--- src/rtl/fir_pkg.sv ---
// Shared types and helpers for the serial FIR filter: FSM states, accumulator
// sizing, default coefficient set and the round/saturate stage.
package fir_pkg;

    localparam int unsigned MAX_W = 128;

    typedef enum logic [1:0] {
        IDLE = 2'd0,
        MAC  = 2'd1,
        OUT  = 2'd2
    } fir_state_e;

    // Wide enough that TAPS full-scale products can never overflow.
    function automatic int unsigned acc_width(input int unsigned data_w,
                                              input int unsigned coef_w,
                                              input int unsigned taps);
        return data_w + coef_w + int'($clog2(taps));
    endfunction

    // Low-pass set for 8 taps, unity otherwise; clamped to what coef_w can hold.
    function automatic int default_coef(input int unsigned taps,
                                        input int unsigned coef_w,
                                        input int unsigned k);
        int c;
        int cmax;
        c = 1;
        if (taps == 8) begin
            case (k)
                0, 7:    c = 36;
                1, 6:    c = 196;
                2, 5:    c = 672;
                3, 4:    c = 1144;
                default: c = 1;
            endcase
        end
        cmax = (coef_w >= 32) ? 32'h7fff_ffff : ((1 << (coef_w - 1)) - 1);
        return (c > cmax) ? cmax : c;
    endfunction

    // Round half up by the shift amount, arithmetic shift, then clamp to out_w bits.
    function automatic logic signed [MAX_W-1:0] sat_round(input logic signed [MAX_W-1:0] v,
                                                          input int unsigned shift,
                                                          input int unsigned out_w);
        logic signed [MAX_W-1:0] r;
        logic signed [MAX_W-1:0] one;
        logic signed [MAX_W-1:0] hi;
        logic signed [MAX_W-1:0] lo;
        one = MAX_W'(1);
        r   = v;
        if (shift > 0) begin
            r = signed'(r + (one <<< (shift - 1))) >>> shift;
        end
        hi = (one <<< (out_w - 1)) - one;
        lo = -hi - one;
        if (r > hi) begin
            r = hi;
        end else if (r < lo) begin
            r = lo;
        end
        return r;
    endfunction

endpackage

--- src/rtl/fir_filter_serial_if.sv ---
// Sample-in / result-out valid-ready bundle for the serial FIR filter.
interface fir_filter_serial_if #(
    parameter int unsigned DATA_W = 16,
    parameter int unsigned OUT_W  = 32
);
    logic                     in_valid;
    logic                     in_ready;
    logic signed [DATA_W-1:0] in_data;
    logic                     out_valid;
    logic                     out_ready;
    logic signed [OUT_W-1:0]  out_data;

    modport master (
        output in_valid, in_data, out_ready,
        input  in_ready, out_valid, out_data
    );

    modport slave (
        input  in_valid, in_data, out_ready,
        output in_ready, out_valid, out_data
    );
endinterface

--- src/rtl/fir_delay_line.sv ---
// TAPS-deep circular sample buffer: one write port, one asynchronous read index,
// synchronous clear.
module fir_delay_line #(
    parameter int unsigned DATA_W = 16,
    parameter int unsigned TAPS   = 8
) (
    input  logic                       clk,
    input  logic                       clr_i,
    input  logic                       wr_en_i,
    input  logic [$clog2(TAPS)-1:0]    wr_idx_i,
    input  logic signed [DATA_W-1:0]   wr_data_i,
    input  logic [$clog2(TAPS)-1:0]    rd_idx_i,
    output logic signed [DATA_W-1:0]   rd_data_c_o
);

    logic signed [DATA_W-1:0] mem_q [TAPS];

    always_ff @(posedge clk) begin
        if (clr_i) begin
            for (int i = 0; i < int'(TAPS); i++) begin
                mem_q[i] <= '0;
            end
        end else if (wr_en_i) begin
            mem_q[wr_idx_i] <= wr_data_i;
        end
    end

    assign rd_data_c_o = mem_q[rd_idx_i];

endmodule

--- src/rtl/fir_filter_serial.sv ---
// Time-multiplexed FIR: one MAC per clock over a circular sample buffer, rounded
// and saturated output. Define FIR_COEF_LOAD_EN for runtime-writable coefficients.
module fir_filter_serial
    import fir_pkg::*;
#(
    parameter int unsigned DATA_W    = 16,
    parameter int unsigned COEF_W    = 16,
    parameter int unsigned TAPS      = 8,
    parameter int unsigned OUT_W     = 32,
    parameter int unsigned OUT_SHIFT = 0
) (
    input logic                 clk,
    input logic                 reset,
    fir_filter_serial_if.slave  bus
`ifdef FIR_COEF_LOAD_EN
    ,
    input logic                      coef_wr_en,
    input logic [$clog2(TAPS)-1:0]   coef_wr_addr,
    input logic signed [COEF_W-1:0]  coef_wr_data
`endif
);

    localparam int unsigned IDX_W  = $clog2(TAPS);
    localparam int unsigned ACC_W  = acc_width(DATA_W, COEF_W, TAPS);
    localparam int unsigned PROD_W = DATA_W + COEF_W;

    fir_state_e               state_q;
    logic [IDX_W-1:0]         wr_ptr_q;
    logic [IDX_W-1:0]         wr_ptr_d;
    logic [IDX_W-1:0]         base_q;
    logic [IDX_W-1:0]         k_q;
    logic [IDX_W-1:0]         rd_idx_c;
    logic signed [ACC_W-1:0]  acc_q;
    logic signed [ACC_W-1:0]  acc_d;
    logic signed [PROD_W-1:0] prod_c;
    logic signed [DATA_W-1:0] sample_c;
    logic signed [COEF_W-1:0] coef_c [TAPS];
    logic                     out_valid_q;
    logic signed [OUT_W-1:0]  out_data_q;
    logic signed [OUT_W-1:0]  out_data_d;
    logic                     accept_c;
    logic                     last_tap_c;

    assign bus.in_ready  = (state_q == IDLE) && !reset;
    assign bus.out_valid = out_valid_q;
    assign bus.out_data  = out_data_q;
    assign accept_c      = bus.in_valid && bus.in_ready;

`ifdef FIR_COEF_LOAD_EN
    logic signed [COEF_W-1:0] coef_q [TAPS];

    // Writes only land while idle so an in-flight sum never sees mixed coefficients.
    always_ff @(posedge clk) begin
        if (reset) begin
            for (int i = 0; i < int'(TAPS); i++) begin
                coef_q[i] <= COEF_W'(default_coef(TAPS, COEF_W, i));
            end
        end else if (coef_wr_en && (state_q == IDLE) && (32'(coef_wr_addr) < TAPS)) begin
            coef_q[coef_wr_addr] <= coef_wr_data;
        end
    end

    assign coef_c = coef_q;
`else
    for (genvar g = 0; g < int'(TAPS); g++) begin : g_coef
        assign coef_c[g] = COEF_W'(default_coef(TAPS, COEF_W, g));
    end
`endif

    fir_delay_line #(
        .DATA_W (DATA_W),
        .TAPS   (TAPS)
    ) u_delay_line (
        .clk         (clk),
        .clr_i       (reset),
        .wr_en_i     (accept_c),
        .wr_idx_i    (wr_ptr_q),
        .wr_data_i   (bus.in_data),
        .rd_idx_i    (rd_idx_c),
        .rd_data_c_o (sample_c)
    );

    // Tap k reads the sample k positions behind the one just accepted.
    always_comb begin
        wr_ptr_d   = (wr_ptr_q == IDX_W'(TAPS - 1)) ? '0 : wr_ptr_q + IDX_W'(1);
        rd_idx_c   = (base_q >= k_q) ? (base_q - k_q) : (base_q + IDX_W'(TAPS) - k_q);
        last_tap_c = (k_q == IDX_W'(TAPS - 1));
        prod_c     = coef_c[k_q] * sample_c;
        acc_d      = acc_q + ACC_W'(prod_c);
        out_data_d = OUT_W'(sat_round(MAX_W'(acc_d), OUT_SHIFT, OUT_W));
    end

    always_ff @(posedge clk) begin
        if (reset) begin
            state_q     <= IDLE;
            wr_ptr_q    <= '0;
            base_q      <= '0;
            k_q         <= '0;
            acc_q       <= '0;
            out_valid_q <= 1'b0;
            out_data_q  <= '0;
        end else begin
            case (state_q)
                IDLE: begin
                    if (accept_c) begin
                        wr_ptr_q <= wr_ptr_d;
                        base_q   <= wr_ptr_q;
                        k_q      <= '0;
                        acc_q    <= '0;
                        state_q  <= MAC;
                    end
                end
                MAC: begin
                    acc_q <= acc_d;
                    k_q   <= k_q + IDX_W'(1);
                    if (last_tap_c) begin
                        out_data_q  <= out_data_d;
                        out_valid_q <= 1'b1;
                        state_q     <= OUT;
                    end
                end
                OUT: begin
                    if (bus.out_ready) begin
                        out_valid_q <= 1'b0;
                        state_q     <= IDLE;
                    end
                end
                default: state_q <= IDLE;
            endcase
        end
    end

endmodule

--- src/flat_wrapper.sv ---
// flat-port wrapper written by rule: the top's interface ports become plain ports
module fir_filter_serial_flat import fir_pkg::*;
#(
    parameter int unsigned DATA_W    = 16,
    parameter int unsigned COEF_W    = 16,
    parameter int unsigned TAPS      = 8,
    parameter int unsigned OUT_W     = 32,
    parameter int unsigned OUT_SHIFT = 0
)
  (clk, reset, bus_in_valid, bus_in_data, bus_out_ready, bus_in_ready, bus_out_valid, bus_out_data);
  fir_filter_serial_if #(.DATA_W(DATA_W), .OUT_W(OUT_W)) bus_i ();
  input logic clk;
  input logic reset;
  input wire logic [$bits(bus_i.in_valid)-1:0] bus_in_valid;
  input wire logic [$bits(bus_i.in_data)-1:0] bus_in_data;
  input wire logic [$bits(bus_i.out_ready)-1:0] bus_out_ready;
  output wire logic [$bits(bus_i.in_ready)-1:0] bus_in_ready;
  output wire logic [$bits(bus_i.out_valid)-1:0] bus_out_valid;
  output wire logic [$bits(bus_i.out_data)-1:0] bus_out_data;
  assign bus_i.in_valid = bus_in_valid;
  assign bus_i.in_data = bus_in_data;
  assign bus_i.out_ready = bus_out_ready;
  assign bus_in_ready = bus_i.in_ready;
  assign bus_out_valid = bus_i.out_valid;
  assign bus_out_data = bus_i.out_data;
  fir_filter_serial #(.DATA_W(DATA_W), .COEF_W(COEF_W), .TAPS(TAPS), .OUT_W(OUT_W), .OUT_SHIFT(OUT_SHIFT)) u_core (.clk(clk), .reset(reset), .bus(bus_i));
endmodule
--- config.mk ---
export PLATFORM = sky130hd
export DESIGN_NAME = fir_filter_serial_flat
export DESIGN_NICKNAME = d
export VERILOG_FILES = /design/src/rtl/fir_pkg.sv /design/src/rtl/fir_filter_serial_if.sv /design/src/rtl/fir_delay_line.sv /design/src/rtl/fir_filter_serial.sv /design/src/flat_wrapper.sv
export SDC_FILE = /design/constraint.sdc
export NUM_CORES = 1
export LEC_CHECK = 0
export CORE_AREA = 2 2 134 267
export DETAILED_ROUTE_END_ITERATION = 16
export DIE_AREA = 0 0 136 269
export PLACE_DENSITY_LB_ADDON = 0.25
export SLEW_MARGIN = 15
export SYNTH_ARGS = -nofsm -noshare
export SYNTH_HDL_FRONTEND = slang
export SYNTH_SLANG_ARGS = --single-unit
--- constraint.sdc ---
create_clock -name clk -period 9.5 [get_ports clk]
set_input_delay 1.425 -clock clk [delete_from_list [all_inputs] [get_ports clk]]
set_output_delay 1.425 -clock clk [all_outputs]
set_load 0.02 [all_outputs]
==> flow_summary.ini <==
[floorplan]
die_area_um2 = 36580
core_region_area_um2 = 34710
die_w_um = 136
ios = 54
die_y_um = 269
row_count = 97
start_util_pct = 44.47

[clock_network]
path_clk_slew_ns = 0.06
cts-resized-gates = 0
clock_sinks = 204
cts_hold_buf = 0
htree_num_levels = 1
post-cts-setup-buffers = 0
insertion_delay_ns = 0.53
cts_tree = done
cts-buffers-inserted = 21
clock_path_buffers = 3
cts_root_buffer = clkbuf_16

[sta]
min_period_over_period_pct = 94.35
setup_viol = 0
maxSlewViolCount = 0
fmax_mhz = 111.6
finalHoldViolCount = 0
worst_pin_slew_ns = 1.245
tns_ns = 0
rsz0062_at_grt = no
finalCriticalPeriod_ns = 8.963
clock_skew_ns = 0.01664
fin_hold_ws_ns = 0.4615
max_slew_margin_pct = 16.70

[global_route]
grt_pass1_vias = 11370
grt_pass1_wl_mm = 61.34
grt_max_degree = 66
overflow = 0
grt_usage_pct = 21.85
antenna_found_initial = 1

[worst_hold_path]
min_path_type = flop to flop

[logic_synthesis]
syn_area_um2 = 15440
syn_avg_cell_area_um2 = 10.40
synth-edff-count = 128
synth_area_leaders = edfxtp_1 (25%), fa_1 (14%), ha_1 (12%)
yosys.area_share.simple_pct = 15.05
syn_nets = 1762
synthMuxAreaShare_pct = 6.030
synth_area_leader_cell = edfxtp_1
async_reset_ff_share_pct = 0
synth_top_family_by_area = adder cells
ys_seq_area_share_pct = 34.75
yosys_warnings = 0
synth_top_area_share_pct = 24.90
synth_compound_area_share_pct = 8.875
synth_fa_ha_area_share_pct = 26.21
synth_xor_area_share_pct = 1.816
ys_seq_elements = 204
synthCells = 1484
ys_types = 63
synth_flop_cell = edfxtp_1

[worst_setup_path]
worstSetupEndpointType = flop
required_ns = 9.87
worstPathArrival_ns = 9.33
cp_top_family = adder cells
critPathKind = flop to flop
cp_max_fo = 34
slowest_delay_ns = 0.65
crit_path_start_kind = flop
path_buf_inv = 9
crit_slowest_cell = or4b_2

[place]
port_buffers = 53
dp.cells = 1956
placed_area_um2 = 16570
gp_congestion = 0.9603
dp_hpwl_mm = 28.00

[drt]
vias = 10690
routed_wl_mm = 38.51
dr.pass1.iters = 5
avgRoutedWirePerCell_um = 19.33
drc = 0
viasPerCell = 5.365
drt-initial-drc-count = 597
ant_nets = 0

[cells_and_area]
most-common-layout-cells = inv_1 (224), ha_1 (149), and2_1 (133), edfxtp_1 (128), nor2_1 (118)
post-route-cell-area_um2 = 17250
final_layout_size_suffix_gt1_share_pct = 11.12
fin_nets = 1812
final_common_cell = inv_1
antenna_cells = 0
area_growth_pct = 11.74
finalNonFillerCells = 1992
final_util_pct = 49.70

[pwr]
internal_power_uw = 2187
leakage_uw = 0.007671
pwr-share-comb_pct = 51.5
switching_share_pct = 42.98
p_per_area_nw_per_um2 = 222.3
vdd_drop_max_mv = 0.2175
p_switching_uw = 1648
seqPwrFrac_pct = 26.7
p_clk_share_pct = 21.8

[run_status]
status = completed

[flow_run]
maxCapViolCount = 0
-- area by class of cell --
class                      count  area [um^2]
sequential                   204         5366
clock buffer                  26        555.5
inverter                     224        840.8
tap                          445        556.8
fill                        3220        17460
timing repair buffer          92        843.3
multi-input combinational    991         8976
clock inverter                10        111.4
-- tightest hold or removal path, cell delays in order (launching register included) --
cell and delay (ns):
dfxtp_1 0.31, nand2_1 0.05, a21oi_1 0.05
-- Yosys cell counts, types with 4 or more instances --
library cell / count
inv_1: 224
ha_1: 149
and2_1: 133
edfxtp_1: 128
nor2_1: 118
fa_1: 109
dfxtp_1: 76
nand2_1: 71
a21oi_1: 67
clkbuf_1: 51
o21ai_0: 35
mux4_2: 31
nand3_1: 30
or2_2: 30
nor2b_1: 22
mux2i_1: 21
a211oi_2: 20
xnor2_1: 16
a21o_1: 13
nor3_1: 12
xor2_1: 11
a22oi_1: 9
a31oi_1: 8
nand4_1: 8
o21a_1: 8
a211oi_1: 7
nand2b_1: 6
buf_2: 5
o211ai_1: 5
o221ai_1: 5
buf_1: 4
nand3b_1: 4
o21bai_1: 4
or3_1: 4
-- path summary, 6_finish.rpt --
kind	startpoint	end	depth (start not counted)	slack [ns]
min reg2reg	u_core.base_q[0]	u_core.base_q[0]	2	0.46
max	u_core.k_q[1]	u_core.bus.out_data[23]	31	0.54
max reg2reg	u_core.k_q[1]	u_core.bus.out_data[23]	31	0.54
min	u_core.base_q[0]	u_core.base_q[0]	2	0.46
-- power groups by stage --
| stage | registers, uW | clock network (uW) | logic (uW) |
|---|---|---|---|
| 6_report | 1020 | 836 | 1970 |
| 5_1_grt | 1030 | 885 | 2210 |
| 4_1_cts | 1030 | 857 | 1980 |
| 3_5_place_dp | 1040 | 0 | 1960 |
| 3_3_place_gp | 1040 | 0 | 1940 |
| 2_1_floorplan | 1030 | 0 | 1410 |
-- per-layer routing --
metal,vias up,part of all wire [%],track usage (%)
li1,5062,-,-
met1,5327,40,27.15
met2,250,53,39.86
met3,49,3.9,1.974
met4,0,2.7,6.475
met5,-,0,0
-- per-stage QoR --
step	setup WS, ns	power [uW]
2_1_floorplan	0.5522	2444
3_3_place_gp	0.5536	2982
3_5_place_dp	0.3743	3005
4_1_cts	0.3106	3863
5_1_grt	0.01675	4126
6_report	0.5372	3835
-- flip-flops by register name, indices dropped and copies added (netlist names) --
register / count
u_core.wr_ptr_q: 3
u_core.bus.out_data: 31
u_core.base_q: 3
u_core.u_delay_line.mem_q: 128
u_core.k_q: 3
u_core.acc_q: 33
u_core.bus.out_valid: 1
u_core.state_q: 2
-- cells by family after synthesis --
| family | Yosys count |
|---|---|
| compound gates | 199 |
| xor+xnor | 29 |
| simple gates | 451 |
| fa+ha+maj | 258 |
| mux | 54 |
| flops | 204 |
| buf+inv | 289 |
Power figures use the tool's default switching activity.
